**src/rtl/shift_pkg.sv**
```systemverilog
// rtl/shift_pkg.sv - shared FSM state and shift-mode encodings for shift_sequencer
package shift_pkg;

  typedef enum logic [1:0] {
    IDLE  = 2'd0,
    SHIFT = 2'd1,
    DONE  = 2'd2
  } state_t;

  localparam logic [1:0] MODE_LSL = 2'b00;
  localparam logic [1:0] MODE_LSR = 2'b01;
  localparam logic [1:0] MODE_ASR = 2'b10;
  localparam logic [1:0] MODE_RSV = 2'b11;

endpackage

```
**src/rtl/shifter1posicion.sv**
```systemverilog
// rtl/shifter1posicion.sv - combinational one-position shifter with selectable direction and fill bit
module shifter1posicion #(
  parameter int N = 8
) (
  input  logic [N-1:0] data_in,
  input  logic         dir,
  input  logic         fill,
  output logic [N-1:0] data_out
);

  // dir=0 moves toward the MSB, dir=1 toward the LSB; fill enters the vacated end
  always_comb begin
    if (dir) data_out = {fill, data_in[N-1:1]};
    else     data_out = {data_in[N-2:0], fill};
  end

endmodule

```
**src/rtl/shift_sequencer.sv**
```systemverilog
// rtl/shift_sequencer.sv - multi-cycle LSL/LSR/ASR sequencer shifting one bit position per clock
module shift_sequencer
  import shift_pkg::*;
#(
  parameter int N  = 8,
  parameter int AW = $clog2(N) + 1
) (
  input  logic          clk,
  input  logic          rst,
  input  logic          start,
  input  logic [N-1:0]  data_in,
  input  logic [AW-1:0] amount,
  input  logic [1:0]    mode,
  output logic          busy,
  output logic          done,
  output logic [N-1:0]  data_out
);

  localparam logic [AW-1:0] N_AMT = AW'(N);

  state_t        state;
  logic [N-1:0]  work;
  logic [1:0]    mode_q;
  logic [AW-1:0] count;
  logic [AW-1:0] amount_clamped;
  logic          shift_dir;
  logic          shift_fill;
  logic [N-1:0]  shifted;

  assign amount_clamped = (amount > N_AMT) ? N_AMT : amount;

  // LSL shifts left with zero fill; LSR/ASR shift right, ASR re-inserting the sign bit
  always_comb begin
    shift_dir  = (mode_q != MODE_LSL);
    shift_fill = (mode_q == MODE_ASR) ? work[N-1] : 1'b0;
  end

  shifter1posicion #(.N(N)) u_shift (
    .data_in  (work),
    .dir      (shift_dir),
    .fill     (shift_fill),
    .data_out (shifted)
  );

  always_ff @(posedge clk) begin
    if (rst) begin
      state  <= IDLE;
      work   <= '0;
      mode_q <= MODE_LSL;
      count  <= '0;
    end else begin
      case (state)
        IDLE: begin
          if (start) begin
            work   <= data_in;
            mode_q <= mode;
            count  <= amount_clamped;
            state  <= ((amount_clamped != '0) && (mode != MODE_RSV)) ? SHIFT : DONE;
          end
        end
        SHIFT: begin
          work  <= shifted;
          count <= count - AW'(1);
          if (count == AW'(1)) state <= DONE;
        end
        DONE:    state <= IDLE;
        default: state <= IDLE;
      endcase
    end
  end

  assign busy     = (state != IDLE);
  assign done     = (state == DONE);
  assign data_out = work;

endmodule

```
**config.mk**
```make
export PLATFORM = sky130hd
export DESIGN_NAME = shift_sequencer
export DESIGN_NICKNAME = d
export VERILOG_FILES = /design/src/rtl/shift_pkg.sv /design/src/rtl/shifter1posicion.sv /design/src/rtl/shift_sequencer.sv
export SDC_FILE = /design/constraint.sdc
export NUM_CORES = 1
export LEC_CHECK = 0
export CAP_MARGIN = 30
export CORE_MARGIN = 2
export CORE_UTILIZATION = 50
export CTS_BUF_LIST = sky130_fd_sc_hd__clkbuf_4 sky130_fd_sc_hd__clkbuf_8
export DETAILED_ROUTE_END_ITERATION = 10
export GPL_TIMING_DRIVEN = 0
export PLACE_DENSITY = 0.83
export SLEW_MARGIN = 20
export SYNTH_ARGS = -nofsm -noshare
export SYNTH_HDL_FRONTEND = slang
export SYNTH_SLANG_ARGS = --single-unit
```
**constraint.sdc**
```tcl
create_clock -name clk -period 2.21 [get_ports clk]
set_clock_uncertainty 0.2 [all_clocks]
set_input_delay 0.3315 -clock clk [delete_from_list [all_inputs] [get_ports clk]]
set_output_delay 0.3315 -clock clk [all_outputs]
set_load 0.02 [all_outputs]
```
==> PnR_summary.wiki <==
{| class="wikitable"
! Metric !! Value
|-
| Clock root buffer master || clkbuf_4
|-
| Sequential share of power || 0.425
|-
| Count of clock tree sinks || 16
|-
| Share of the synthesized netlist area taken by xor and xnor gates || 0
|-
| Share of the clock period used by the worst path after layout || 0.961
|-
| Multiplexer fraction of the synthesized cell area || 0.0614
|-
| Floorplan die height || between 40 and 50 um
|-
| Power share of the clock group || 0.185
|-
| Slew margin rel. || 0.625
|-
| Transition at the pin with the smallest max-transition slack || 0.562 ns
|-
| Initial DRC count || 13
|-
| Dominant combinational cell family by area after synthesis || simple AND/OR/NAND/NOR gates
|-
| Comb power frac || 0.390
|-
| RSZ-0062 raised after global routing || no
|-
| Area overhead of the layout relative to synthesis || 30.3%
|-
| Initial antenna violation count || 0
|-
| Drt wl/cell || approximately 15 um
|-
| Layout net count || around 160
|-
| GP Congestion || 0.815
|-
| Critical hold path startpoint || start
|-
| Count of hold-fix buffers inserted at cts || 0
|-
| Mapped Avg Cell Area || between 8 and 9 um2
|-
| Count of vias placed by the detailed router || between 900 and 1000
|-
| Final-report setup violation count || 0
|-
| TritonCTS clock tree || yes
|-
| Unique cell type count in the Yosys netlist || 33
|-
| Vias in the first global route || a little over 900
|-
| Count of cells along the worst register-to-register path || 5
|-
| Avg Vias per Cell || between 5 and 6
|-
| Category of the most critical setup path || flip-flop to output port
|-
| First element of the critical path || state[1]$_SDFFE_PP0P_
|-
| Number of antenna-violating nets in the routed design || 0
|-
| Syn nets || between 100 and 150
|-
| Worst reg-to-reg setup slack || 0.67 ns
|-
| Core Rows || 15
|-
| Kind of launch point of the worst setup path || flip-flop
|-
| Global-route wire length before repair || ~3700 um
|-
| Worst-path maximum fanout || 8
|-
| Power per unit of standard cell area || about 670 nW/um2
|-
| CTS-repair resized insts || 0
|-
| Half-perimeter wire length of the detailed placement result || ~1900 um
|-
| Switching power || between 0.0003 and 0.0004 W
|-
| Synthesis warning total || 0
|-
| Die Footprint || 2330 um2
|-
| Post-synthesis sequential area ratio || 0.327
|-
| DRC viols || 0
|-
| Final antenna diode count || 0
|-
| Setup bufs post-CTS || 0
|-
| Clk_lat worst skew || between 0.2 and 0.3 ns
|-
| Filler cell count || about 150
|-
| Total I/O pin count || 27
|-
| Worst voltage drop across the vdd grid || around 0.45 mV
|-
| Number of H-tree levels || 1
|-
| Count of state elements after synthesis || 16
|-
| Timing-limited maximum frequency || approximately 0.47 GHz
|-
| Required arrival time at the worst endpoint || around 1.7 ns
|-
| Clock transition at the register clock pins on the worst setup and hold paths after CTS || roughly 0.090 ns
|-
| Sum of routed wire length over all layers || ~2500 um
|-
| Synthesized instance count || 116
|-
| Setup WS post-layout || about 0.087 ns
|-
| Run status || finished, final reports clean
|-
| Share of total power consumed by net switching || 0.352
|-
| Instance count along the most critical hold path || 3
|-
| Die Width || about 48 um
|-
| Worst hold-check path type || input pin to flip-flop
|-
| Aggregate negative setup slack || 0 ns
|-
| Initial cell density of the core || 0.549
|-
| R2r endpoint || count[3]$_SDFFE_PP0P_
|-
| Largest net degree at the start of global routing || 11
|-
| CP Data Arrival Time || 1.59 ns
|-
| Final hold violation count || 0
|-
| Worst slack after detailed placement || 0.340 ns
|-
| Max-capacitance violation count || 0
|-
| Post-Synth Adder-Cell Area || 0.0256
|-
| Overall fraction of global-route tracks in use || 0.235
|-
| Hold worst-path end || mode_q[1]$_SDFFE_PP0P_
|-
| Area share of the leading cell type in the synthesized netlist || 0.327
|-
| Nature of the critical path endpoint || output port
|-
| Gr ovfl total || 0
|-
| Post-synthesis share of cell area spent on and, or, nand and nor gates || 0.292
|-
| Area fraction in compound gates after synthesis || 0.201
|-
| Cell taking the most area after synthesis || dfxtp_1
|-
| Bufs on Longest Clock Path || 2
|-
| Number of max-slew violations in the final report || 0
|-
| Reg-to-reg critical path startpoint || state[1]$_SDFFE_PP0P_
|-
| Minimum clock period || around 2.1 ns
|-
| Leak || roughly 0.54 nW
|-
| First-pass detailed-route iteration total || 4
|-
| Share of post-route cells with drive strength above 1 || 0.161
|-
| Synthesized area || ~1000 um2
|-
| PortBufs || 24
|-
| Most area-consuming cells after synthesis || dfxtp_1 (33%), mux2i_1 (6.1%), o221a_2 (4.6%)
|-
| Cts bufs inserted || 3
|-
| Core region area || ~1800 um2
|-
| Int Pwr || ~0.00055 W
|}
==> kinds of logic after synthesis <==
group	after synthesis
flops	16
fa+ha+maj	2
compound gates	27
simple gates	46
buf+inv	19
mux	6
==> flip-flops by register name (all words and copies together) (netlist names) <==
register	count
state	2
data_out	8
mode_q	2
count	4
==> stage by stage <==
stage	instance area (um2)	instances	total power, W	utilization	hold slack, ns
final	1270	168	0.000853	0.715	0.191
after CTS	1270	168	0.000853	0.714	0.190
after detailed placement	1250	165	0.000701	0.701	0.284
after floorplan	978	116	0.000580	-	0.246
after global routing	1270	168	0.000896	0.715	0.216
after global placement	1250	165	0.000686	0.701	0.260
==> Yosys cell counts, drive strengths merged <==
master,number
dfxtp,16
nor2,13
inv,11
nor3,10
a21oi,8
nand2,7
o21ai,7
buf,6
mux2i,6
o221a,6
nand2b,4
a211oi,2
clkbuf,2
ha,2
nand3,2
nand3b,2
nor2b,2
nor3b,2
a2bb2oi,1
a31oi,1
and2,1
and3b,1
nor4,1
nor4b,1
o21ba,1
o221ai,1
==> power groups by stage <==
stage / registers, W / logic (W) / clock network, W
5_1_grt: 0.000367 / 0.000362 / 0.000167
3_5_place_dp: 0.000368 / 0.000333 / 0
3_3_place_gp: 0.000367 / 0.000319 / 0
6_report: 0.000363 / 0.000333 / 0.000157
2_1_floorplan: 0.000383 / 0.000197 / 0
4_1_cts: 0.000362 / 0.000334 / 0.000157
==> cell type report <==
cell class | count | area (um2) | area share
buffer | 8 | 50.0 | 0.0393
clock buffer | 3 | 22.5 | 0.0177
inverter | 11 | 41.3 | 0.0324
multi-input combinational | 81 | 567 | 0.445
sequential | 16 | 320 | 0.251
tap | 25 | 31.3 | 0.0245
timing repair buffer | 24 | 243 | 0.190
==> cells in the final DEF (no fill, tap or decap), types with 3 or more instances in the layout <==
cell	synthesis	final
nor3_1	6	6
clkdlybuf4s50_1	0	23
nand2b_1	3	3
clkbuf_4	0	3
a21oi_1	8	8
mux2i_1	6	6
nand2_1	7	7
buf_2	4	4
dfxtp_1	16	16
nor3_2	4	4
o21ai_0	7	7
inv_1	11	11
nor2_1	11	11
o221a_2	4	4
==> critical path: stages (launching register included) <==
cell	delay, ns
dfxtp_1	0.50
nor2_2	0.10
inv_1	0.10
clkdlybuf4s50_1	0.61
==> layer usage <==
metal  track usage  up-vias  share of wire
met2         0.434       32           0.51
met1         0.269      451           0.41
met4         0.108        0          0.016
met5             0        -              0
met3        0.0222        6          0.057
li1              -      459              -
==> worst max path at each step <==
stage | end | cells past startpoint
CTS | done | 4
global route | busy | 3
detailed placement | done | 4
global placement | done | 4
finish | busy | 3
floorplan | done | 3
Power figures use the tool's default switching activity.
